[config.mk]
export PLATFORM = sky130hd
export DESIGN_NAME = hazard_stall_controller_flat
export DESIGN_NICKNAME = d
export VERILOG_FILES = /design/src/rtl/hazard_stall_controller_if.sv /design/src/rtl/hazard_stall_controller.sv /design/src/flat_wrapper.sv
export SDC_FILE = /design/constraint.sdc
export NUM_CORES = 1
export LEC_CHECK = 0
export CAP_MARGIN = 20
export CORE_ASPECT_RATIO = 1.75
export CORE_MARGIN = 5
export CORE_UTILIZATION = 40
export DETAILED_ROUTE_END_ITERATION = 6
export PLACE_DENSITY = 0.82
export SETUP_SLACK_MARGIN = 0.4
export SLEW_MARGIN = 30
export SYNTH_ARGS = -nofsm -noshare
export SYNTH_HDL_FRONTEND = slang
export SYNTH_SLANG_ARGS = --single-unit
[constraint.sdc]
create_clock -name clk -period 5.2 [get_ports clk]
set_clock_uncertainty 0.15 [all_clocks]
set_input_delay 0.52 -clock clk [delete_from_list [all_inputs] [get_ports clk]]
set_output_delay 0.52 -clock clk [all_outputs]
set_load 0.01 [all_outputs]
[src/rtl/hazard_stall_controller_if.sv]
// Bundle between the ID-stage pipeline logic and the hazard/stall controller.
// The pipeline side (master) drives hazard information; the controller (slave) returns controls.
interface hazard_stall_controller_if #(
  parameter int REG_AW = 5,
  parameter int CNT_W  = 16
);
  logic [REG_AW-1:0] if_id_rs;
  logic [REG_AW-1:0] if_id_rt;
  logic              if_id_uses_rs;
  logic              if_id_uses_rt;
  logic              if_id_branch;
  logic              branch_taken;
  logic [REG_AW-1:0] id_ex_reg_dst;
  logic              id_ex_reg_write;
  logic              id_ex_mem_read;
  logic [REG_AW-1:0] ex_mem_reg_dst;
  logic              ex_mem_mem_read;
  logic              mem_ready;
  logic              pc_write;
  logic              if_id_write;
  logic              id_ex_bubble;
  logic              if_id_flush;
  logic              pipe_freeze;
  logic              stall_active;
  logic [CNT_W-1:0]  stall_count;
  logic [CNT_W-1:0]  freeze_count;

  modport master (
    output if_id_rs, if_id_rt, if_id_uses_rs, if_id_uses_rt, if_id_branch, branch_taken,
           id_ex_reg_dst, id_ex_reg_write, id_ex_mem_read, ex_mem_reg_dst, ex_mem_mem_read,
           mem_ready,
    input  pc_write, if_id_write, id_ex_bubble, if_id_flush, pipe_freeze, stall_active,
           stall_count, freeze_count
  );

  modport slave (
    input  if_id_rs, if_id_rt, if_id_uses_rs, if_id_uses_rt, if_id_branch, branch_taken,
           id_ex_reg_dst, id_ex_reg_write, id_ex_mem_read, ex_mem_reg_dst, ex_mem_mem_read,
           mem_ready,
    output pc_write, if_id_write, id_ex_bubble, if_id_flush, pipe_freeze, stall_active,
           stall_count, freeze_count
  );
endinterface

[src/rtl/hazard_stall_controller.sv]
// Load-use / branch-in-ID hazard stall controller with memory freeze, taken-branch flush
// and saturating stall/freeze performance counters.
module hazard_stall_controller #(
  parameter int REG_AW      = 5,
  parameter int LOAD_STALLS = 1,
  parameter int CNT_W       = 16,
  parameter bit IGNORE_R0   = 1'b1
) (
  input logic clk,
  input logic rst,
  hazard_stall_controller_if.slave bus
);
  typedef enum logic [1:0] {IDLE, STALL, FREEZE} state_t;

  localparam logic [3:0]       LS_N  = 4'(LOAD_STALLS);
  localparam logic [3:0]       LS_N1 = 4'(LOAD_STALLS + 1);
  localparam logic [CNT_W-1:0] ONE   = CNT_W'(1);

  state_t           state, state_nxt;
  logic [2:0]       remain, remain_nxt;
  logic [CNT_W-1:0] stall_cnt, freeze_cnt;
  logic             match_e, match_m;
  logic             dest_e_valid, dest_m_valid;
  logic [3:0]       need;
  logic             stall, freeze;

  assign dest_e_valid = !(IGNORE_R0 && (bus.id_ex_reg_dst == '0));
  assign dest_m_valid = !(IGNORE_R0 && (bus.ex_mem_reg_dst == '0));

  assign match_e = bus.id_ex_reg_write && dest_e_valid &&
                   ((bus.if_id_uses_rs && (bus.id_ex_reg_dst == bus.if_id_rs)) ||
                    (bus.if_id_uses_rt && (bus.id_ex_reg_dst == bus.if_id_rt)));
  assign match_m = bus.ex_mem_mem_read && dest_m_valid &&
                   ((bus.if_id_uses_rs && (bus.ex_mem_reg_dst == bus.if_id_rs)) ||
                    (bus.if_id_uses_rt && (bus.ex_mem_reg_dst == bus.if_id_rt)));

  // Bubbles needed before the ID instruction may proceed; earlier rules take priority.
  always_comb begin
    need = 4'd0;
    if (bus.if_id_branch && match_e && bus.id_ex_mem_read) begin
      need = LS_N1;
    end else if (bus.if_id_branch && match_e) begin
      need = 4'd1;
    end else if (bus.if_id_branch && match_m) begin
      need = 4'd1;
    end else if (!bus.if_id_branch && match_e && bus.id_ex_mem_read) begin
      need = LS_N;
    end
  end

  always_ff @(posedge clk or posedge rst) begin
    if (rst) begin
      state  <= IDLE;
      remain <= 3'd0;
    end else begin
      state  <= state_nxt;
      remain <= remain_nxt;
    end
  end

  // A freeze-exit cycle already behaves like the state it returns to.
  always_comb begin
    state_nxt  = state;
    remain_nxt = remain;
    stall      = 1'b0;
    freeze     = 1'b0;
    if (!bus.mem_ready) begin
      freeze    = 1'b1;
      state_nxt = FREEZE;
    end else if ((state == STALL) || ((state == FREEZE) && (remain != 3'd0))) begin
      stall      = 1'b1;
      remain_nxt = remain - 3'd1;
      state_nxt  = (remain == 3'd1) ? IDLE : STALL;
    end else if (need != 4'd0) begin
      stall      = 1'b1;
      remain_nxt = 3'(need - 4'd1);
      state_nxt  = (need > 4'd1) ? STALL : IDLE;
    end else begin
      state_nxt = IDLE;
    end
  end

  always_ff @(posedge clk or posedge rst) begin
    if (rst) begin
      stall_cnt  <= '0;
      freeze_cnt <= '0;
    end else begin
      if (stall && (stall_cnt != '1)) begin
        stall_cnt <= stall_cnt + ONE;
      end
      if (freeze && (freeze_cnt != '1)) begin
        freeze_cnt <= freeze_cnt + ONE;
      end
    end
  end

  assign bus.pc_write     = !stall && !freeze;
  assign bus.if_id_write  = !stall && !freeze;
  assign bus.id_ex_bubble = stall;
  assign bus.pipe_freeze  = freeze;
  assign bus.if_id_flush  = bus.if_id_branch && bus.branch_taken && !stall && !freeze;
  assign bus.stall_active = (state == STALL) || stall;
  assign bus.stall_count  = stall_cnt;
  assign bus.freeze_count = freeze_cnt;
endmodule
[src/flat_wrapper.sv]
// flat-port wrapper written by rule: the top's interface ports become plain ports
module hazard_stall_controller_flat 
#(
  parameter int REG_AW      = 5,
  parameter int LOAD_STALLS = 1,
  parameter int CNT_W       = 16,
  parameter bit IGNORE_R0   = 1'b1
)
  (clk, rst, bus_if_id_rs, bus_if_id_rt, bus_if_id_uses_rs, bus_if_id_uses_rt, bus_if_id_branch, bus_branch_taken, bus_id_ex_reg_dst, bus_id_ex_reg_write, bus_id_ex_mem_read, bus_ex_mem_reg_dst, bus_ex_mem_mem_read, bus_mem_ready, bus_pc_write, bus_if_id_write, bus_id_ex_bubble, bus_if_id_flush, bus_pipe_freeze, bus_stall_active, bus_stall_count, bus_freeze_count);
  hazard_stall_controller_if #(.REG_AW(REG_AW), .CNT_W(CNT_W)) bus_i ();
  input logic clk;
  input logic rst;
  input wire logic [$bits(bus_i.if_id_rs)-1:0] bus_if_id_rs;
  input wire logic [$bits(bus_i.if_id_rt)-1:0] bus_if_id_rt;
  input wire logic [$bits(bus_i.if_id_uses_rs)-1:0] bus_if_id_uses_rs;
  input wire logic [$bits(bus_i.if_id_uses_rt)-1:0] bus_if_id_uses_rt;
  input wire logic [$bits(bus_i.if_id_branch)-1:0] bus_if_id_branch;
  input wire logic [$bits(bus_i.branch_taken)-1:0] bus_branch_taken;
  input wire logic [$bits(bus_i.id_ex_reg_dst)-1:0] bus_id_ex_reg_dst;
  input wire logic [$bits(bus_i.id_ex_reg_write)-1:0] bus_id_ex_reg_write;
  input wire logic [$bits(bus_i.id_ex_mem_read)-1:0] bus_id_ex_mem_read;
  input wire logic [$bits(bus_i.ex_mem_reg_dst)-1:0] bus_ex_mem_reg_dst;
  input wire logic [$bits(bus_i.ex_mem_mem_read)-1:0] bus_ex_mem_mem_read;
  input wire logic [$bits(bus_i.mem_ready)-1:0] bus_mem_ready;
  output wire logic [$bits(bus_i.pc_write)-1:0] bus_pc_write;
  output wire logic [$bits(bus_i.if_id_write)-1:0] bus_if_id_write;
  output wire logic [$bits(bus_i.id_ex_bubble)-1:0] bus_id_ex_bubble;
  output wire logic [$bits(bus_i.if_id_flush)-1:0] bus_if_id_flush;
  output wire logic [$bits(bus_i.pipe_freeze)-1:0] bus_pipe_freeze;
  output wire logic [$bits(bus_i.stall_active)-1:0] bus_stall_active;
  output wire logic [$bits(bus_i.stall_count)-1:0] bus_stall_count;
  output wire logic [$bits(bus_i.freeze_count)-1:0] bus_freeze_count;
  assign bus_i.if_id_rs = bus_if_id_rs;
  assign bus_i.if_id_rt = bus_if_id_rt;
  assign bus_i.if_id_uses_rs = bus_if_id_uses_rs;
  assign bus_i.if_id_uses_rt = bus_if_id_uses_rt;
  assign bus_i.if_id_branch = bus_if_id_branch;
  assign bus_i.branch_taken = bus_branch_taken;
  assign bus_i.id_ex_reg_dst = bus_id_ex_reg_dst;
  assign bus_i.id_ex_reg_write = bus_id_ex_reg_write;
  assign bus_i.id_ex_mem_read = bus_id_ex_mem_read;
  assign bus_i.ex_mem_reg_dst = bus_ex_mem_reg_dst;
  assign bus_i.ex_mem_mem_read = bus_ex_mem_mem_read;
  assign bus_i.mem_ready = bus_mem_ready;
  assign bus_pc_write = bus_i.pc_write;
  assign bus_if_id_write = bus_i.if_id_write;
  assign bus_id_ex_bubble = bus_i.id_ex_bubble;
  assign bus_if_id_flush = bus_i.if_id_flush;
  assign bus_pipe_freeze = bus_i.pipe_freeze;
  assign bus_stall_active = bus_i.stall_active;
  assign bus_stall_count = bus_i.stall_count;
  assign bus_freeze_count = bus_i.freeze_count;
  hazard_stall_controller #(.REG_AW(REG_AW), .LOAD_STALLS(LOAD_STALLS), .CNT_W(CNT_W), .IGNORE_R0(IGNORE_R0)) u_core (.clk(clk), .rst(rst), .bus(bus_i));
endmodule
; After elaboration in Yosys (flattened, before gate mapping)
; Cells that the tools add are included.
[totals]
in_bits = 30
reg_bits = 37
output_inout_bits = 38
elab_cells = 67
[op_classes]
eq_ne = 9
reduce_logical = 34
n_mux = 15
addsub = 4
magnitude_cmp = 1
[op_table]
columns = op, count
row1 = "adder 16 x 1 -> 16 bit, second input constant", 2
row2 = "!= test 16 bit, second input constant", 2
row3 = == test 5 bit, 4
row4 = logical AND 1 bit, 20
row5 = two-way mux 4 bit, 3
row6 = logical NOT 5 bit, 2
row7 = two-way mux 1 bit, 7
row8 = two-way mux 2 bit, 3
row9 = two-way mux 3 bit, 2
row10 = "subtractor 3 x 1 -> 3 bit, second input constant", 2
row11 = "greater-than comparator 4 x 1 -> 1 bit, second input constant", 1
row12 = logical NOT 1 bit, 4
row13 = logical OR 1 bit, 4
row14 = nonzero test 4 bit, 1
row15 = "== test 3 x 1 -> 1 bit, second input constant", 1
row16 = nonzero test 3 bit, 1
row17 = "== test 2 x 1 -> 1 bit, second input constant", 1
row18 = "== test 2 bit, second input constant", 1
row19 = AND reduction 2 bit, 1
row20 = nonzero test 2 bit, 1

; Longest topological paths before layout
; Gate-level depths: netlist (run 1).
[depth]
ltp_word = 17
depth_mapped = 11
depth_no_buf = 11

; Worst setup path after synthesis (run 1)
; No wires, ideal clock.
[synth_timing]
kind = in2out
startpoint = in bus_id_ex_reg_dst[0]
endpoint = out bus_if_id_flush
path_stages = 9
t_arrival_ns = 2.344
required_ns = 4.530
setup_slack_ns = 2.186
cell_sequence = or4_1 -> o21ai_1 -> inv_1 -> o211ai_1 -> a21bo_1 -> ha_1 -> inv_1 -> nor3_1 -> and3_1
[synth_between]
elab_chain_cells = 17
[synth_lines]
columns = element, line
row1 = from (decl), flat_wrapper.sv:19  ; input wire logic [$bits(bus_i.id_ex_reg_dst)-1:0] bus_id_ex_reg_dst;
row2 = "== test 5 bit, or another cell as far along", hazard_stall_controller.sv:31  ; ((bus.if_id_uses_rs && (bus.id_ex_reg_dst == bus.if_id_rs)) ||
row3 = "logical AND 1 bit, or another cell as far along", hazard_stall_controller.sv:31
row4 = logical OR 1 bit or logical AND 1 bit (tied branches), "hazard_stall_controller.sv:31, hazard_stall_controller.sv:30"
row5 = logical AND 1 bit (*), hazard_stall_controller.sv:30  ; assign match_e = bus.id_ex_reg_write && dest_e_valid &&
row6 = logical AND 1 bit (2 in a row), hazard_stall_controller.sv:46  ; end else if (!bus.if_id_branch && match_e && bus.id_ex_mem_read) begin
row7 = two-way mux 1 bit, hazard_stall_controller.sv:46
row8 = two-way mux 4 bit, hazard_stall_controller.sv:44  ; end else if (bus.if_id_branch && match_m) begin
row9 = two-way mux 4 bit, hazard_stall_controller.sv:42  ; end else if (bus.if_id_branch && match_e) begin
row10 = two-way mux 4 bit (*), hazard_stall_controller.sv:40  ; if (bus.if_id_branch && match_e && bus.id_ex_mem_read) begin
row11 = nonzero test 4 bit (*), hazard_stall_controller.sv:74  ; end else if (need != 4'd0) begin
row12 = two-way mux 1 bit (*), hazard_stall_controller.sv:74
row13 = two-way mux 1 bit (*), hazard_stall_controller.sv:70  ; end else if ((state == STALL) || ((state == FREEZE) && (remain != 3'd0))) begin
row14 = two-way mux 1 bit (*), hazard_stall_controller.sv:67  ; if (!bus.mem_ready) begin
row15 = logical NOT 1 bit (*), hazard_stall_controller.sv:101  ; assign bus.if_id_flush = bus.if_id_branch && bus.branch_taken && !stall && !freeze;
row16 = logical AND 1 bit (*) (2 in a row), hazard_stall_controller.sv:101
row17 = to (decl), flat_wrapper.sv:28  ; output wire logic [$bits(bus_i.if_id_flush)-1:0] bus_if_id_flush;
; Every way passes the cells marked *; elsewhere a longest branch is shown, timed or not.

; Worst setup path in the final report (run 1)
[layout_timing]
startpoint = in bus_ex_mem_reg_dst[0]
endpoint = out bus_if_id_flush
[layout_between]
elab_chain_cells = 15
[layout_lines]
columns = element, line
row1 = from (decl), flat_wrapper.sv:22  ; input wire logic [$bits(bus_i.ex_mem_reg_dst)-1:0] bus_ex_mem_reg_dst;
row2 = "== test 5 bit, or another cell as far along", hazard_stall_controller.sv:34  ; ((bus.if_id_uses_rs && (bus.ex_mem_reg_dst == bus.if_id_rs)) ||
row3 = "logical AND 1 bit, or another cell as far along", hazard_stall_controller.sv:34
row4 = logical OR 1 bit or logical AND 1 bit (tied branches), "hazard_stall_controller.sv:34, hazard_stall_controller.sv:33"
row5 = logical AND 1 bit (*), hazard_stall_controller.sv:33  ; assign match_m = bus.ex_mem_mem_read && dest_m_valid &&
row6 = logical AND 1 bit (*), hazard_stall_controller.sv:44
row7 = two-way mux 4 bit (*), hazard_stall_controller.sv:44
row8 = two-way mux 4 bit (*), hazard_stall_controller.sv:42
row9 = two-way mux 4 bit (*), hazard_stall_controller.sv:40
row10 = nonzero test 4 bit (*), hazard_stall_controller.sv:74
row11 = two-way mux 1 bit (*), hazard_stall_controller.sv:74
row12 = two-way mux 1 bit (*), hazard_stall_controller.sv:70
row13 = two-way mux 1 bit (*), hazard_stall_controller.sv:67
row14 = logical NOT 1 bit (*), hazard_stall_controller.sv:101
row15 = logical AND 1 bit (*) (2 in a row), hazard_stall_controller.sv:101
; Marked as above.

==> report_table.html, run 1 <==
<table>
<tr><th>Metric</th><th>Value</th></tr>
<tr><th colspan="2">Clocking</th></tr>
<tr><td>CTS tree</td><td>yes</td></tr>
<tr><td>Buffer depth of the longest clock path</td><td>2</td></tr>
<tr><td>Quantity of gates resized following cts</td><td>0</td></tr>
<tr><td>Clock Latency Late Sink</td><td>280 ps</td></tr>
<tr><td>Count of clock tree sinks</td><td>37</td></tr>
<tr><td>H-tree levels</td><td>2</td></tr>
<tr><td>Hold_buf cts</td><td>0</td></tr>
<tr><td>Clock-pin slew of the registers on the worst-case setup and hold paths</td><td>70 ps</td></tr>
<tr><td>Library cell used as clock root buffer</td><td>clkbuf_8</td></tr>
<tr><td>Total CTS buffers</td><td>5</td></tr>
<tr><td># Post-CTS Setup Buffers</td><td>0</td></tr>
<tr><th colspan="2">Floorplanning</th></tr>
<tr><td>Core ar.</td><td>5260 µm²</td></tr>
<tr><td>Die area</td><td>6970 µm²</td></tr>
<tr><td>Initial Util</td><td>0.407</td></tr>
<tr><td>Chip height</td><td>107 µm</td></tr>
<tr><td>Num ports</td><td>68</td></tr>
<tr><td>Horizontal die dimension</td><td>65.3 µm</td></tr>
<tr><td>Number of cell rows</td><td>35</td></tr>
<tr><th colspan="2">Logic synthesis</th></tr>
<tr><td>Net count after synthesis</td><td>242</td></tr>
<tr><td>Largest area contributor in the synthesized netlist</td><td>dfrtp_1</td></tr>
<tr><td>EDFF count, synth</td><td>0</td></tr>
<tr><td>Netlist Area Pre-Place</td><td>2140 µm²</td></tr>
<tr><td>Fraction of synthesis flops using an asynchronous set or reset pin</td><td>1.00</td></tr>
<tr><td>Share of the yosys chip area belonging to registers</td><td>0.432</td></tr>
<tr><td>Commonest cells in the netlist</td><td>xnor2_1, dfrtp_1, nand2_1, nand4_1, nor2_1</td></tr>
<tr><td>Number of synthesis warnings</td><td>0</td></tr>
<tr><td>Xor-xnor portion of the synthesized cell area</td><td>0.200</td></tr>
<tr><td>Share of synthesized cell area in and, or, nand and nor gates</td><td>0.209</td></tr>
<tr><td>Synth Area in Adders</td><td>0.0351</td></tr>
<tr><td>Number of instances in the synthesized netlist</td><td>206</td></tr>
<tr><td>Dominant combinational cell family by area after synthesis</td><td>simple AND/OR/NAND/NOR gates</td></tr>
<tr><td>Count of different cell masters after synthesis</td><td>44</td></tr>
<tr><td>Leading register cell type out of synthesis</td><td>dfrtp_1</td></tr>
<tr><td>Flip-flop and latch count after synthesis</td><td>37</td></tr>
<tr><td>Fraction of the mapped netlist area in compound gates</td><td>0.0865</td></tr>
<tr><td>Post-synth top area share</td><td>0.432</td></tr>
<tr><td>Mux share of post-synthesis cell area</td><td>0.0152</td></tr>
<tr><td>Area contributors post-synth</td><td>dfrtp_1, xnor2_1, xor2_1</td></tr>
<tr><td>Most common cell in the netlist</td><td>xnor2_1</td></tr>
<tr><td>Syn Area/Cell</td><td>10.4 µm²</td></tr>
<tr><th colspan="2">Timing</th></tr>
<tr><td>Total negative slack</td><td>0 ps</td></tr>
<tr><td>Number of setup violations in the final report</td><td>0</td></tr>
<tr><td>Min Hold Slack</td><td>327 ps</td></tr>
<tr><td>Max Transition Viols Final</td><td>0</td></tr>
<tr><td>Number of hold violations in the final report</td><td>0</td></tr>
<tr><td>Transition at the pin with the smallest max-transition slack</td><td>515 ps</td></tr>
<tr><td>RSZ-0062 raised after global routing</td><td>no</td></tr>
<tr><td>Time the final worst path needs with I/O delays and setup</td><td>4080 ps</td></tr>
<tr><td>Max transition margin</td><td>0.653</td></tr>
<tr><td>Ratio of final minimum period to clock period</td><td>0.785</td></tr>
<tr><td>FMAX</td><td>0.245 GHz</td></tr>
<tr><th colspan="2">Detailed routing</th></tr>
<tr><td>DRC viols</td><td>0</td></tr>
<tr><td>Average via count per standard cell</td><td>5.24</td></tr>
<tr><td>Post-route ant nets</td><td>0</td></tr>
<tr><td>First drt pass iteration count</td><td>4</td></tr>
<tr><td>Number of violations reported at the end of detailed-routing iteration 0</td><td>58</td></tr>
<tr><td>Total Wirelength</td><td>4.86 mm</td></tr>
<tr><td>Avg WL per Cell</td><td>14.5 µm</td></tr>
<tr><td>Vias after detailed routing</td><td>1,759</td></tr>
<tr><th colspan="2">Setup path</th></tr>
<tr><td>Launching element of the worst setup path</td><td>bus_ex_mem_reg_dst[0]</td></tr>
<tr><td>Worst flop-to-flop path startpoint</td><td>u_core.remain[0]</td></tr>
<tr><td>Crit path DAT</td><td>3410 ps</td></tr>
<tr><td>Crit path kind</td><td>in -&gt; out</td></tr>
<tr><td>Worst path required time</td><td>4530 ps</td></tr>
<tr><td>CP Launch Type</td><td>input pin</td></tr>
<tr><td>Endpoint type of the worst setup path</td><td>output port</td></tr>
<tr><td>Maximum fanout count along the critical path</td><td>3</td></tr>
<tr><th colspan="2">Layout</th></tr>
<tr><td>Count of inserted antenna diode cells</td><td>0</td></tr>
<tr><td>Final-layout fill cell count</td><td>474</td></tr>
<tr><td>Synth-to-Final Area Change</td><td>39.3%</td></tr>
<tr><td>Nets</td><td>316</td></tr>
<tr><td>Area of the multi-input gates</td><td>1170 µm²</td></tr>
<tr><td>Proportion of layout cells with a drive suffix above 1</td><td>0.0819</td></tr>
<tr><td>Number of standard cells in the layout, taps in and fillers out</td><td>336</td></tr>
<tr><td>Area occupied by registers</td><td>926 µm²</td></tr>
<tr><th colspan="2">Global routing</th></tr>
<tr><td>Largest net degree at the start of global routing</td><td>38</td></tr>
<tr><td>Global-route wire length before repair</td><td>8.07 mm</td></tr>
<tr><td>Grt total ovfl</td><td>0</td></tr>
<tr><td>Aggregate global-route resource usage</td><td>0.148</td></tr>
<tr><td>Via count of the first global-routing pass</td><td>1,830</td></tr>
<tr><td>Antenna violations before repair</td><td>0</td></tr>
<tr><th colspan="2">Power and ir drop</th></tr>
<tr><td>Peak supply drop</td><td>0.143 mV</td></tr>
<tr><td>PD cells</td><td>350 nW/µm²</td></tr>
<tr><td>Standby leakage power</td><td>0.00122 µW</td></tr>
<tr><td>Total Power</td><td>1040 µW</td></tr>
<tr><th colspan="2">Hold path</th></tr>
<tr><td>Worst hold-check path type</td><td>reg -&gt; reg</td></tr>
<tr><td>Hold path startpoint</td><td>u_core.remain[1]</td></tr>
<tr><th colspan="2">Placed design</th></tr>
<tr><td>Final weighted congestion in routability-driven placement</td><td>0.796</td></tr>
<tr><td>Total instance count after detailed placement</td><td>328</td></tr>
<tr><td>Number of port buffers</td><td>67</td></tr>
<tr><td>Placed wire-length estimate</td><td>4.03 mm</td></tr>
<tr><th colspan="2">Run</th></tr>
<tr><td>Number of violations of the max-capacitance limit</td><td>0</td></tr>
<tr><th colspan="2">Status</th></tr>
<tr><td>Run status</td><td>finished, final reports clean</td></tr>
</table>
==> through the flow <==
| step | utilization | setup slack, ps | cell area, µm² |
|---|---|---|---|
| 4_1_cts | 0.567 | 1120 | 2980 |
| 5_1_grt | 0.567 | 973 | 2980 |
| 2_1_floorplan | - | 2190 | 2140 |
| 6_report | 0.567 | 1120 | 2980 |
| 3_3_place_gp | 0.548 | 1310 | 2880 |
| 3_5_place_dp | 0.548 | 1130 | 2880 |
==> state kept, by name, summed over array words and instances, names as in the netlist <==
| signal | flops |
|---|---|
| u_core.state | 2 |
| u_core.bus.stall_count | 16 |
| u_core.bus.freeze_count | 16 |
| u_core.remain | 3 |
==> area by class of cell <==
| cell class | instances | share of cell area |
|---|---|---|
| inverter | 10 | 0.0126 |
| clock buffer | 7 | 0.0323 |
| sequential | 37 | 0.311 |
| tap | 55 | 0.0231 |
| timing repair buffer | 68 | 0.227 |
| multi-input combinational | 158 | 0.392 |
| clock inverter | 1 | 0.00168 |
==> metal layers <==
metal / share of wire / track usage / up-vias
met4: 0.023 / 0.0593 / 0
met3: 0.051 / 0.0314 / 8
met5: 0 / 0 / -
met1: 0.35 / 0.141 / 833
met2: 0.57 / 0.291 / 56
li1: - / - / 862
==> final timing paths <==
| path | end | slack (ps) | depth (start not counted) |
|---|---|---|---|
| min reg2reg | u_core.remain[1] | 330 | 2 |
| max in group asynchronous | u_core.bus.stall_count[4] | 4080 | 3 |
| min in group asynchronous | u_core.bus.freeze_count[6] | 500 | 3 |
| max reg2reg | u_core.bus.stall_count[14] | 2990 | 8 |
| max | bus_if_id_flush | 1120 | 9 |
| min | u_core.remain[1] | 330 | 2 |
==> cell families (layout without fill, tap and decap cells) <==
family / count (synthesis) / after routing
buf+inv: 11 / 86
fa+ha+maj: 6 / 6
mux: 3 / 3
simple gates: 80 / 80
compound gates: 20 / 20
xor+xnor: 49 / 49
flops: 37 / 37
==> critical path, cell delays in order <==
cell	delay, ps
clkdlybuf4s50_1	500
or4_1	560
o2111ai_1	290
a21bo_1	190
ha_1	210
inv_1	80
nor3_1	310
and3_1	210
clkdlybuf4s50_1	540
==> power breakdown <==
part / leakage [µW] / switching [µW] / internal (µW)
clock: 0.0000542 / 95.6 / 120
sequential: 0.000474 / 86.6 / 354
combinational: 0.000688 / 165 / 224
==> cell usage in the layout (no fill, tap or decap), drive strengths merged, types with 2 or more instances in the layout <==
cell type      count
nor3               6
mux2               2
clkbuf             7
o21a               2
nand2             21
nor2              14
or4                2
nand4             16
nor3b              3
inv               10
a211oi             2
ha                 6
and2b              2
a21oi              2
dfrtp             37
o22ai              2
nand2b             2
clkdlybuf4s50     67
o21ai              4
xnor2             38
xor2              11
nand3              8
Note: power is estimated with default switching activity, not from simulation.
==> inputs of run 2 (changes only) <==
- PLACE_DENSITY: 0.82 -> 0.84
- clock period: 5.2 -> 3.4 ns (I/O delays scaled with it)
==> run 2 against run 1 <==
Combinational power increased by 62%. Worst setup slack got worse by 610 ps. Largest cell class unchanged. Global-route usage increased by 0.69 points.
==> report_table.html, run 2 (synthesis gave the netlist of run 1 again) <==
<table>
<tr><th>Metric</th><th>Value</th></tr>
<tr><th colspan="2">Placed design</th></tr>
<tr><td>Worst setup slack before clock tree synthesis</td><td>-140 ps (was 1130 ps)</td></tr>
<tr><td>Final weighted congestion in routability-driven placement</td><td>0.832 (was 0.796)</td></tr>
<tr><td>Number of port buffers</td><td>67 (unchanged)</td></tr>
<tr><td>Instance area at placement</td><td>3020 µm² (was 2880 µm²)</td></tr>
<tr><td>Placed wire-length estimate</td><td>4.16 mm (was 4.03 mm)</td></tr>
<tr><th colspan="2">Clocking</th></tr>
<tr><td>Library cell used as clock root buffer</td><td>clkbuf_8 (unchanged)</td></tr>
<tr><td>CTS tree</td><td>yes (unchanged)</td></tr>
<tr><td>H-tree levels</td><td>2 (unchanged)</td></tr>
<tr><td>Buffer depth of the longest clock path</td><td>2 (unchanged)</td></tr>
<tr><td>Count of clock tree sinks</td><td>37 (unchanged)</td></tr>
<tr><td>Total CTS buffers</td><td>5 (unchanged)</td></tr>
<tr><td>Clock Latency Late Sink</td><td>280 ps (about the same)</td></tr>
<tr><td>Clock-pin slew of the registers on the worst-case setup and hold paths</td><td>70 ps (about the same)</td></tr>
<tr><th colspan="2">Timing</th></tr>
<tr><td>Number of setup violations in the final report</td><td>0 (unchanged)</td></tr>
<tr><td>Max Transition Viols Final</td><td>0 (unchanged)</td></tr>
<tr><td>Transition at the pin with the smallest max-transition slack</td><td>699 ps (was 515 ps)</td></tr>
<tr><td>Number of hold violations in the final report</td><td>0 (unchanged)</td></tr>
<tr><td>FMAX</td><td>0.346 GHz</td></tr>
<tr><td>RSZ-0062 raised after global routing</td><td>no (unchanged)</td></tr>
<tr><td>Setup WS post-layout</td><td>508 ps (was 1120 ps)</td></tr>
<tr><td>Time the final worst path needs with I/O delays and setup</td><td>2890 ps</td></tr>
<tr><td>Max transition margin</td><td>0.533 (was 0.653)</td></tr>
<tr><td>Ratio of final minimum period to clock period</td><td>0.851</td></tr>
<tr><th colspan="2">Global routing</th></tr>
<tr><td>Global-route wire length before repair</td><td>8.42 mm (was 8.07 mm)</td></tr>
<tr><td>Highest-utilization routing layer at the global route stage</td><td>met2 (unchanged)</td></tr>
<tr><td>Via count of the first global-routing pass</td><td>1,946 (was 1,830)</td></tr>
<tr><td>Aggregate global-route resource usage</td><td>0.155 (was 0.148)</td></tr>
<tr><td>Grt total ovfl</td><td>0 (unchanged)</td></tr>
<tr><td>Global routing usage on met3</td><td>0.0314 (unchanged)</td></tr>
<tr><td>Fraction of met2 tracks used by global routing</td><td>0.303 (was 0.291)</td></tr>
<tr><td>Grt met1 use</td><td>0.146 (was 0.141)</td></tr>
<tr><td>Largest net degree at the start of global routing</td><td>20 (was 38)</td></tr>
<tr><td>Antenna violations before repair</td><td>0 (unchanged)</td></tr>
<tr><th colspan="2">Power and ir drop</th></tr>
<tr><td>Clock network power share</td><td>0.253 (was 0.206)</td></tr>
<tr><td>Switching part of the total</td><td>0.319 (was 0.332)</td></tr>
<tr><td>Comb pwr share</td><td>0.360 (was 0.373)</td></tr>
<tr><td>Internal cell power</td><td>1190 µW (was 698 µW)</td></tr>
<tr><td>PD cells</td><td>533 nW/µm² (was 350 nW/µm²)</td></tr>
<tr><td>Standby leakage power</td><td>0.00150 µW (was 0.00122 µW)</td></tr>
<tr><td>Register share of total power</td><td>0.386 (was 0.421)</td></tr>
<tr><td>Reported net switching power</td><td>557 µW (was 347 µW)</td></tr>
<tr><td>Peak supply drop</td><td>0.211 mV (was 0.143 mV)</td></tr>
<tr><th colspan="2">Detailed routing</th></tr>
<tr><td>DRC viols</td><td>0 (unchanged)</td></tr>
<tr><td>First drt pass iteration count</td><td>4 (unchanged)</td></tr>
<tr><td>Total Wirelength</td><td>5.26 mm (was 4.86 mm)</td></tr>
<tr><td>Avg WL per Cell</td><td>14.6 µm (was 14.5 µm)</td></tr>
<tr><td>Number of violations reported at the end of detailed-routing iteration 0</td><td>78 (was 58)</td></tr>
<tr><td>Average via count per standard cell</td><td>5.17 (was 5.24)</td></tr>
<tr><td>Post-route ant nets</td><td>0 (unchanged)</td></tr>
<tr><td>Vias after detailed routing</td><td>1,855 (was 1,759)</td></tr>
<tr><th colspan="2">Layout</th></tr>
<tr><td>Area of all placed cells without fillers</td><td>3280 µm² (was 2980 µm²)</td></tr>
<tr><td>Highest-count cells in the layout ignoring fill and taps</td><td>clkdlybuf4s50_1, dfrtp_1, xnor2_1 (was clkdlybuf4s50_1, xnor2_1, dfrtp_1)</td></tr>
<tr><td>Count of inserted antenna diode cells</td><td>0 (unchanged)</td></tr>
<tr><td>Area occupied by registers</td><td>926 µm² (unchanged)</td></tr>
<tr><td>Nets</td><td>339 (was 316)</td></tr>
<tr><td>Most common cell after layout, fill and taps aside</td><td>clkdlybuf4s50_1 (unchanged)</td></tr>
<tr><td>Area of the multi-input gates</td><td>1240 µm² (was 1170 µm²)</td></tr>
<tr><td>Final-layout fill cell count</td><td>439 (was 474)</td></tr>
<tr><td>Synth-to-Final Area Change</td><td>53.2% (was 39.3%)</td></tr>
<tr><td>Core utilization of the finished layout</td><td>0.624 (was 0.567)</td></tr>
<tr><td>Proportion of layout cells with a drive suffix above 1</td><td>0.191 (was 0.0819)</td></tr>
<tr><th colspan="2">Setup path</th></tr>
<tr><td>Maximum fanout count along the critical path</td><td>3 (unchanged)</td></tr>
<tr><td>Crit path kind</td><td>in -&gt; reg (was in -&gt; out)</td></tr>
<tr><td>Launching element of the worst setup path</td><td>bus_id_ex_reg_dst[0] (was bus_ex_mem_reg_dst[0])</td></tr>
<tr><td>Endpoint type of the worst setup path</td><td>register (was output port)</td></tr>
<tr><td>Worst flop-to-flop path startpoint</td><td>u_core.remain[0] (unchanged)</td></tr>
<tr><td>Number of cells on the worst reg-to-reg path</td><td>10 (was 8)</td></tr>
<tr><td>CP Launch Type</td><td>input pin (unchanged)</td></tr>
<tr><td>Worst path required time</td><td>3420 ps (was 4530 ps)</td></tr>
<tr><td>Crit path DAT</td><td>2910 ps (was 3410 ps)</td></tr>
<tr><td>Reg2reg end</td><td>u_core.bus.stall_count[6] (was u_core.bus.stall_count[14])</td></tr>
<tr><td>Capture point of the worst path</td><td>u_core.bus.stall_count[1] (was bus_if_id_flush)</td></tr>
<tr><td>Reg-to-reg slack, setup</td><td>1210 ps (was 2990 ps)</td></tr>
<tr><th colspan="2">Run</th></tr>
<tr><td>Number of violations of the max-capacitance limit</td><td>0 (unchanged)</td></tr>
<tr><th colspan="2">Floorplanning</th></tr>
<tr><td>Core ar.</td><td>5260 µm² (unchanged)</td></tr>
<tr><td>Initial Util</td><td>0.407 (unchanged)</td></tr>
<tr><td>Number of cell rows</td><td>35 (unchanged)</td></tr>
<tr><td>Die area</td><td>6970 µm² (unchanged)</td></tr>
<tr><td>Num ports</td><td>68 (unchanged)</td></tr>
<tr><td>Horizontal die dimension</td><td>65.3 µm (unchanged)</td></tr>
<tr><td>Chip height</td><td>107 µm (unchanged)</td></tr>
<tr><th colspan="2">Hold path</th></tr>
<tr><td>Worst hold-check path type</td><td>in -&gt; async (was reg -&gt; reg)</td></tr>
<tr><th colspan="2">Status</th></tr>
<tr><td>Run status</td><td>finished, final reports clean (unchanged)</td></tr>
</table>
==> run 2: area by class of cell <==
class / count / share of cell area
multi-input cells: 158 / 0.378
flip-flops and latches: 37 / 0.282
repair buffers: 91 / 0.266
clock buffers: 5 / 0.0210
well taps: 55 / 0.0210
clock inverters: 3 / 0.0198
inverters: 10 / 0.0114
==> run 2: through the flow <==
stage	power [µW]	setup TNS, ps	hold WS, ps	instances
CTS	1760	0	335	357
global placement	1300	-124	319	347
floorplan	993	0	300	206
finish	1750	0	314	359
global route	1870	0	373	359
detailed placement	1320	-389	319	347
==> run 2: timing repair <==
action,4_1_cts,5_1_grt
gates resized for setup,20,29
hold buffers,0,0
setup endpoints to repair,18,16
buffers inserted,2,2
pin swaps,5,19
==> run 2: metal layers <==
metal  vias up  share of wire
met5         -              0
met4         0          0.023
met3        10          0.051
met2        58           0.58
met1       885           0.35
li1        902              -
==> run 2: worst min-delay path by stage <==
| stage | from | cells past startpoint | end |
|---|---|---|---|
| after floorplan | u_core.remain[1] | 2 | u_core.remain[1] |
| after global routing | rst | 2 | u_core.bus.stall_count[11] |
| final | rst | 2 | u_core.bus.stall_count[9] |
| after global placement | u_core.remain[1] | 2 | u_core.remain[1] |
| after detailed placement | u_core.remain[1] | 2 | u_core.remain[1] |
| after CTS | rst | 2 | u_core.bus.stall_count[9] |
==> run 2: power by group through the flow <==
stage	Sequential, µW	Combinational, µW	Clock, µW
2_1_floorplan	694	298	0
3_3_place_gp	679	618	0
3_5_place_dp	685	631	0
4_1_cts	677	629	452
5_1_grt	698	697	473
6_report	676	630	443
==> run 2: critical path, stage by stage <==
cell             delay (ps)
clkdlybuf4s15_1         230
or4_1                   530
o21ai_1                 150
inv_1                    80
nand4_2                 100
a21bo_4                 250
ha_4                    160
buf_4                   130
a221oi_4                330
buf_4                   170
buf_4                   110
mux2_2                  320
==> edit, RTL diff (settings of run 2) <==
`CNT_W` is set to 16 in 3 places; all go to 14.
--- a/src/rtl/hazard_stall_controller_if.sv
+++ b/src/rtl/hazard_stall_controller_if.sv
@@ -2,7 +2,7 @@
 // The pipeline side (master) drives hazard information; the controller (slave) returns controls.
 interface hazard_stall_controller_if #(
   parameter int REG_AW = 5,
-  parameter int CNT_W  = 16
+  parameter int CNT_W  = 14
 );
   logic [REG_AW-1:0] if_id_rs;
   logic [REG_AW-1:0] if_id_rt;
--- a/src/rtl/hazard_stall_controller.sv
+++ b/src/rtl/hazard_stall_controller.sv
@@ -3,7 +3,7 @@
 module hazard_stall_controller #(
   parameter int REG_AW      = 5,
   parameter int LOAD_STALLS = 1,
-  parameter int CNT_W       = 16,
+  parameter int CNT_W       = 14,
   parameter bit IGNORE_R0   = 1'b1
 ) (
   input logic clk,
--- a/src/flat_wrapper.sv
+++ b/src/flat_wrapper.sv
@@ -3,7 +3,7 @@
 #(
   parameter int REG_AW      = 5,
   parameter int LOAD_STALLS = 1,
-  parameter int CNT_W       = 16,
+  parameter int CNT_W       = 14,
   parameter bit IGNORE_R0   = 1'b1
 )
   (clk, rst, bus_if_id_rs, bus_if_id_rt, bus_if_id_uses_rs, bus_if_id_uses_rt, bus_if_id_branch, bus_branch_taken, bus_id_ex_reg_dst, bus_id_ex_reg_write, bus_id_ex_mem_read, bus_ex_mem_reg_dst, bus_ex_mem_mem_read, bus_mem_ready, bus_pc_write, bus_if_id_write, bus_id_ex_bubble, bus_if_id_flush, bus_pipe_freeze, bus_stall_active, bus_stall_count, bus_freeze_count);
Ports: changed (resized bus_freeze_count and bus_stall_count); port bits go from 68 to 64. The function was not compared with the original's and may differ.
==> edit against run 2 <==
Final area down 8.1%. Synthesized cell count down 11%. Area after synthesis down 8.9%. Global-route usage up 0.063 points. Sequential cell count down 4. Worst setup slack worse by 0.029 ns. Total power down 11%. Wire length down 4.9%.
==> edit: results (changes against run 2) <==
post-synth net total = 219 (-9.5%)
Leakage = 1.36 nW (-9.6%)
synth unique cells = 45 (+2.3%)
post-synthesis sequential area ratio = 42.4% (-0.89 points)
WHS = 0.301 ns (-0.0127 ns)
CP Capture Type = primary output
total global-route track usage = 15.5% (+0.063 points)
pin count of the biggest net entering global routing = 34 (+70%)
crit path launch = bus_id_ex_reg_dst[3]
Net Switching = 0.500 mW (-10%)
Total Wirelength = 5.00 mm (-4.9%)
vias = 1730 (-6.7%)
synthesized area per cell = 10.7 sq um (+2.5%)
worst flop-to-flop path endpoint = u_core.bus.stall_count[8]$_DFFE_PP0P_
Synth area leaders = dfrtp_1, xnor2_1, ha_1
CP Launch Type = primary input
Starting DRT DRC Count = 64 (-18%)
largest delay contributor family on the critical path = simple AND/OR/NAND/NOR gates
peak supply drop = 0.289 mV (+37%)
worst reg-to-reg path cell count = 9 (-1)
layout cells sized above 1 = 21.8% (+2.7 points)
Setup Buffers After CTS = 3 (+1)
CTS H-tree lvls = 2 (unchanged)
most frequent cells after synthesis = xnor2_1, dfrtp_1, nand2_1
Most used DFF post-synth = dfrtp_1
TritonRoute pass-1 iters = 3 (-1)
Worst Path Arrival = 2.43 ns (-0.48 ns)
first-pass GRT wire length = 7.94 mm (-5.8%)
# nets final = 310 (-8.6%)
status = completed
vias in the first global route = 1816 (-6.7%)
placed wire-length estimate = 3.80 mm (-8.6%)
slowest CP cell = or4_4
fin cells = 327 (-8.9%)
CP max FO = 3 (unchanged)
gp weighted congestion = 0.816 (-2.0%)
Port Buffers = 63 (-6.0%)
R2R setup slack = 1.16 ns (-0.05 ns)
Setup crit end = bus_if_id_flush
Slew @ Worst Pin = 0.424 ns (-0.276 ns)
CTS resizes = 25 (+25%)
edit: changes by cell type after synthesis, moves of 3 or more:
cell            run 2  this run
dfrtp_1            37        33
nor3_2              3         0
nand3_1             8        11
nor2b_1             0         3
inv_1               9         6
and3_1              1         4
xor2_1             11         6
nor2_1             14         4
nor2_2              0         3
nand2_1            21        18
nand4_1            14        11
edit: final cells by class:
cell class / count / area (sq um)
repair buffers: 85 / 815
clock buffers: 7 / 86.3
clock inverters: 1 / 30.0
fillers: 392 / 1690
well taps: 52 / 65.1
multi-input cells: 142 / 1150
flip-flops and latches: 33 / 826
inverters: 7 / 40.0
edit: power by group through the flow:
| stage | logic, mW | clock network, mW | registers [mW] |
|---|---|---|---|
| global route | 0.639 | 0.402 | 0.616 |
| CTS | 0.581 | 0.386 | 0.602 |
| detailed placement | 0.583 | 0 | 0.608 |
| floorplan | 0.270 | 0 | 0.620 |
| global placement | 0.568 | 0 | 0.606 |
| finish | 0.582 | 0.375 | 0.600 |
edit: worst min-delay path, stage by stage:
cell             delay [ns]
clkdlybuf4s50_1        0.40
inv_1                  0.05
buf_4                  0.37
edit: how the worst min path moves through the flow:
stage	endpoint	slack, ns	from	depth (start not counted)
finish	u_core.bus.freeze_count[10]$_DFFE_PP0P_	0.30	rst	3
global route	u_core.bus.freeze_count[8]$_DFFE_PP0P_	0.36	rst	3
CTS	u_core.bus.freeze_count[8]$_DFFE_PP0P_	0.31	rst	3
detailed placement	u_core.bus.freeze_count[13]$_DFFE_PP0P_	0.34	u_core.bus.freeze_count[13]$_DFFE_PP0P_	1
global placement	u_core.bus.freeze_count[13]$_DFFE_PP0P_	0.33	u_core.bus.freeze_count[13]$_DFFE_PP0P_	1
floorplan	u_core.bus.freeze_count[0]$_DFFE_PP0P_	0.32	rst	1
edit: kinds of logic (layout without fill, tap and decap cells):
kind of cell	Yosys count	in the layout	synth area share, %
flip-flops	33	33	42.4
multiplexers	3	3	1.67
adder cells (fa/ha/maj)	6	6	3.85
XOR/XNOR	46	46	20.7
buffers and inverters	8	100	2.44
AO/OA/AOI/OAI	17	17	7.51
AND/OR/NAND/NOR	70	70	21.5
edit: stage by stage:
step / worst slack, ns / instance area, sq um / util (%) / power [mW]
3_5_place_dp: -0.0819 / 2770 / 58.7 / 1.19
2_1_floorplan: 0.721 / 1950 / - / 0.890
3_3_place_gp: -0.0163 / 2770 / 58.7 / 1.17
4_1_cts: 0.390 / 2920 / 62.1 / 1.57
5_1_grt: 0.345 / 3020 / 64.1 / 1.66
6_report: 0.479 / 3020 / 64.1 / 1.56
edit: per-layer routing:
metal  global-route usage [%]  share of wire [%]  up-vias
met2                     29.6                 58       62
met4                     10.6                3.7        0
met1                     14.6                 33      828
met3                     3.08                5.6       15
met5                        0                  0        -
li1                         -                  -      825
